**config.mk**
```make
export PLATFORM = sky130hd
export DESIGN_NAME = mem_arbiter
export DESIGN_NICKNAME = d
export VERILOG_FILES = /design/src/rtl/mem_arbiter.sv
export SDC_FILE = /design/constraint.sdc
export NUM_CORES = 1
export LEC_CHECK = 0
export CORE_MARGIN = 2
export CORE_UTILIZATION = 35
export DETAILED_ROUTE_END_ITERATION = 16
export GPL_TIMING_DRIVEN = 0
export PLACE_DENSITY = 0.69
export SYNTH_ARGS = -nofsm -noshare
export SYNTH_HDL_FRONTEND = slang
export SYNTH_SLANG_ARGS = --single-unit
```
**constraint.sdc**
```tcl
create_clock -name clk -period 3.2 [get_ports clk]
set_input_delay 0.64 -clock clk [delete_from_list [all_inputs] [get_ports clk]]
set_output_delay 0.64 -clock clk [all_outputs]
set_load 0.1 [all_outputs]
```
**src/rtl/mem_arbiter.sv**
```systemverilog
// Two-port arbiter sharing one single-port memory: IDLE -> ACCESS -> DONE with programmable wait states.
// Round-robin on contention by default; define MEM_ARB_FIXED_PRIO_EN to give port 0 fixed priority.
module mem_arbiter #(
  parameter int unsigned ADDR_W      = 8,
  parameter int unsigned DATA_W      = 8,
  parameter int unsigned WAIT_STATES = 0
) (
  input  logic              clk,
  input  logic              rst,
  input  logic [1:0]        req,
  input  logic [1:0]        we,
  input  logic [ADDR_W-1:0] addr0,
  input  logic [ADDR_W-1:0] addr1,
  input  logic [DATA_W-1:0] wdata0,
  input  logic [DATA_W-1:0] wdata1,
  output logic [1:0]        gnt,
  output logic [1:0]        done,
  output logic [DATA_W-1:0] rdata,
  output logic              mem_R,
  output logic              mem_W,
  output logic [ADDR_W-1:0] mem_addr,
  output logic [DATA_W-1:0] mem_wdata,
  input  logic [DATA_W-1:0] mem_rdata
);

  localparam int unsigned CNT_W = 4;

  typedef enum logic [1:0] {S_IDLE, S_ACCESS, S_DONE} state_t;

  state_t             state_q, state_n;
  logic [CNT_W-1:0]   cnt_q, cnt_n;
  logic               last_q, last_n;
  logic               win_q, win_n;
  logic               op_we_q, op_we_n;
  logic [1:0]         gnt_n, done_n;
  logic [DATA_W-1:0]  rdata_n;
  logic               mem_r_n, mem_w_n;
  logic [ADDR_W-1:0]  mem_addr_n;
  logic [DATA_W-1:0]  mem_wdata_n;
  logic               win_c;

  // Winner selection among current requesters
  always_comb begin
    win_c = 1'b0;
    case (req)
      2'b10: win_c = 1'b1;
`ifdef MEM_ARB_FIXED_PRIO_EN
      2'b11: win_c = 1'b0;
`else
      2'b11: win_c = ~last_q;
`endif
      default: win_c = 1'b0;
    endcase
  end

  always_ff @(posedge clk or posedge rst) begin
    if (rst) begin
      state_q   <= S_IDLE;
      cnt_q     <= '0;
      last_q    <= 1'b1;
      win_q     <= 1'b0;
      op_we_q   <= 1'b0;
      gnt       <= '0;
      done      <= '0;
      rdata     <= '0;
      mem_R     <= 1'b1;
      mem_W     <= 1'b1;
      mem_addr  <= '0;
      mem_wdata <= '0;
    end else begin
      state_q   <= state_n;
      cnt_q     <= cnt_n;
      last_q    <= last_n;
      win_q     <= win_n;
      op_we_q   <= op_we_n;
      gnt       <= gnt_n;
      done      <= done_n;
      rdata     <= rdata_n;
      mem_R     <= mem_r_n;
      mem_W     <= mem_w_n;
      mem_addr  <= mem_addr_n;
      mem_wdata <= mem_wdata_n;
    end
  end

  // Next-state and next-output logic; strobes are registered so they track state exactly
  always_comb begin
    state_n     = state_q;
    cnt_n       = cnt_q;
    last_n      = last_q;
    win_n       = win_q;
    op_we_n     = op_we_q;
    gnt_n       = gnt;
    done_n      = '0;
    rdata_n     = rdata;
    mem_r_n     = 1'b1;
    mem_w_n     = 1'b1;
    mem_addr_n  = mem_addr;
    mem_wdata_n = mem_wdata;
    case (state_q)
      S_IDLE: begin
        if (req != 2'b00) begin
          win_n       = win_c;
          op_we_n     = we[win_c];
          mem_addr_n  = win_c ? addr1 : addr0;
          mem_wdata_n = win_c ? wdata1 : wdata0;
          gnt_n       = win_c ? 2'b10 : 2'b01;
          cnt_n       = CNT_W'(WAIT_STATES);
          mem_r_n     = we[win_c];
          mem_w_n     = ~we[win_c];
          state_n     = S_ACCESS;
        end
      end
      S_ACCESS: begin
        if (cnt_q != '0) begin
          cnt_n   = cnt_q - CNT_W'(1);
          mem_r_n = op_we_q;
          mem_w_n = ~op_we_q;
        end else begin
          if (!op_we_q) rdata_n = mem_rdata;
          gnt_n   = '0;
          done_n  = win_q ? 2'b10 : 2'b01;
          last_n  = win_q;
          state_n = S_DONE;
        end
      end
      S_DONE: begin
        state_n = S_IDLE;
      end
      default: begin
        state_n = S_IDLE;
      end
    endcase
  end

endmodule
```
==> flow_metrics.tcl <==
set metrics [dict create \
    outcome "complete, no violations" \
    vias 1344 \
    placedInstanceArea_sq_um 2560 \
    post_synthesis_xor_xnor_area_fraction_pct 0.507 \
    drc 0 \
    post_route_cells_drive_above_1_share_pct 13.4 \
    r2r_start "cnt_q[0]" \
    height_of_the_chip_um 74.3 \
    yosys_most_used_dff "dfrtp_1" \
    fin_cells 298 \
    layout.nets 278 \
    timing.final.max_slew_violations 0 \
    layout_min_cycle_time_ps 2550 \
    avgViaCountPerCell 4.51 \
    dominant_combinational_cell_family_by_area_after_synthesis "multiplexers" \
    post_synth_inst_count 148 \
    hp-start "win_q" \
    crit_path_cell_trace "clkdlybuf4s50_1" \
    gpl.final_weighted_congestion 0.736 \
    worst_setup_path_start_kind "flop" \
    area.growth.synth_to_final_pct 52.9 \
    antenna_left 0 \
    timing.max_cap.violations 0 \
    yosys-mux-area-fraction_pct 15.9 \
    critical_path.startpoint "mem_R" \
    synth_area_sq_um 1730 \
    slew_headroom_pct 33.9 \
    row_count 25 \
    tritoncts_clock_tree "built" \
    setup_ws_ps 645 \
    finalHoldViolations 0 \
    grt_setup_unrepaired "no" \
    grt_pass1_wl_um 6270 \
    worst_path_max_delay_cell "clkdlybuf4s50_1" \
    initial_core_utilization_pct 36.4 \
    timing_worst_slew_pin_value_ps 988 \
    core_area_sq_um 4750 \
    synth_enable_flop_cells 0 \
    clock-sinks 39 \
    most-common-layout-cells "75 x clkdlybuf4s50_1, 36 x dfrtp_1, 20 x nand2_1" \
    cts.reportedPaths.clkPinSlew_ps 70 \
    synth_top_cell_by_area "dfrtp_1" \
    fin_skew_ps 3.62 \
    yosysUniqueCellTypes 34 \
    synth.net_count 196 \
    grtUsageTotal_pct 14.9 \
    critPathBufInv 1 \
    drtIter0Drc 36 \
    setup.worst_path.end_class "output pin" \
    number_of_global_route_vias_before_repair 1414 \
    synth_seq_area_share_pct 56.7 \
    final_design_area_no_fill_sq_um 2640 \
    floorplan.die_area_sq_um 5520 \
    cts_hold_buffers 0 \
    port_buffers 75 \
    clk_path_buf_depth 2 \
    detail_route.wl_per_cell_um 12.1 \
    wl_um 3610 \
    root_buffer "clkbuf_8" \
    design.portCount 76 \
    drt_pre_antenna_iters 4 \
    grt_antenna_before_repair 0 \
    worstPathRequired_ps 2560 \
    insertion_delay_ps 280 \
    setup-violations-final 0 \
    type_of_the_setup_path_with_the_least_slack "reg2out" \
    async_reset_ff_share_pct 100 \
    post-place-cells 290 \
    grt-ovfl-total 0 \
    finalSetupTns_ps 0 \
    post-synth-top-area-fraction_pct 52.1 \
    worst_path_dominant_cell_family "buffers and inverters" \
    hpwlAfterDp_um 2740 \
    dieWidth_um 74.3 \
    cts_repair_resize_count 0 \
    numCtsBuffers 5 \
    timing.critical_path.fanout_max 1 \
    clock.fmax_mhz 391 \
    fraction_of_the_mapped_netlist_area_in_compound_gates_pct 9.04 \
    layout.cells.most_common "clkdlybuf4s50_1" \
    synth-warning-count 0 \
    crit_share_post_route_pct 79.8 \
    ys_top_cells_by_area "dfrtp_1 52%, mux2i_1 9.8%, mux2_2 5.2%" \
    place_worst_setup_slack_ps 943 \
    post_synth_and_or_nand_nor_area_fraction_pct 12.7 \
    cts-htree-levels 2 \
    pin_count_of_the_biggest_net_entering_global_routing 40 \
    antenna-diode-count 0 \
    synth_area_per_cell_sq_um 11.7 \
    synth-adder-area-share_pct 1.45 \
    timing.critical_path.arrival_ps 1910 \
    cts_setup_buffers 0 \
    hp-class "reg2reg" \
    worst_path_largest_cell_delay_ps 1120 \
    synthesized_flop_and_latch_total 39 \
]
## state kept, by name, summed over array words and instances, names as in the netlist
name	count
last_q	1
cnt_q	4
mem_addr	8
mem_R	1
mem_wdata	8
rdata	8
op_we_q	1
state_q	2
win_q	1
mem_W	1
done	2
gnt	2
## synthesized netlist by cell type, types with 2 or more instances
cell / instances
inv_1: 5
o21ai_0: 12
nand2_1: 20
nand3_1: 4
buf_2: 3
ha_1: 2
nand2_4: 2
o21ai_1: 7
and3_1: 2
mux2i_1: 17
nand2b_1: 2
dfstp_2: 3
nor2_1: 6
mux2_2: 8
dfrtp_1: 36
## path summary, 6_finish.rpt
path | end | slack (ps) | cells after the start
setup / recovery | mem_R | 650 | 1
hold / removal | done[0] | 450 | 1
setup reg to reg | cnt_q[1] | 1600 | 6
hold reg to reg | done[0] | 450 | 1
max in group asynchronous | state_q[1] | 1880 | 2
min in group asynchronous | rdata[5] | 820 | 2
## worst reg2reg max path, cell delays in order (launching register included)
cell	delay, ps
dfrtp_1	410
inv_1	90
ha_1	150
or3b_4	400
nand2_4	100
nand2_4	50
mux2_4	290
## layout make-up
| class | count | area, sq um |
|---|---|---|
| fill | 457 | 2110 |
| sequential | 39 | 980 |
| timing repair buffer | 75 | 751 |
| multi-input combinational | 98 | 686 |
| tap | 67 | 83.8 |
| clock buffer | 8 | 80.1 |
| buffer | 6 | 45.0 |
| inverter | 5 | 18.8 |
## cells by family (layout without fill, tap and decap cells)
family                   count (synthesis)  in the layout
multiplexers                            26             26
XOR/XNOR                                 1              1
flip-flops                              39             39
buffers and inverters                   11             94
AO/OA/AOI/OAI                           26             26
AND/OR/NAND/NOR                         43             43
adder cells (fa/ha/maj)                  2              2
## per-layer routing
metal | routed length (um) | global-route usage (%) | part of all wire, % | vias to the layer above
met3 | 270 | 5.96 | 7.5 | 5
met2 | 1750 | 26.2 | 49 | 47
met1 | 1560 | 16.9 | 43 | 623
met4 | 32 | 3.57 | 0.89 | 0
li1 | - | - | - | 669
met5 | 0 | 0 | 0 | -
## through the flow
stage | hold WS, ps | utilization, %
global placement | 447 | 53.9
CTS | 460 | 55.6
global route | 511 | 55.6
floorplan | 418 | -
detailed placement | 450 | 53.9
finish | 452 | 55.6
Power is not shown: default switching activity piles up to over one toggle a cycle in this logic, so the estimate is an artifact.
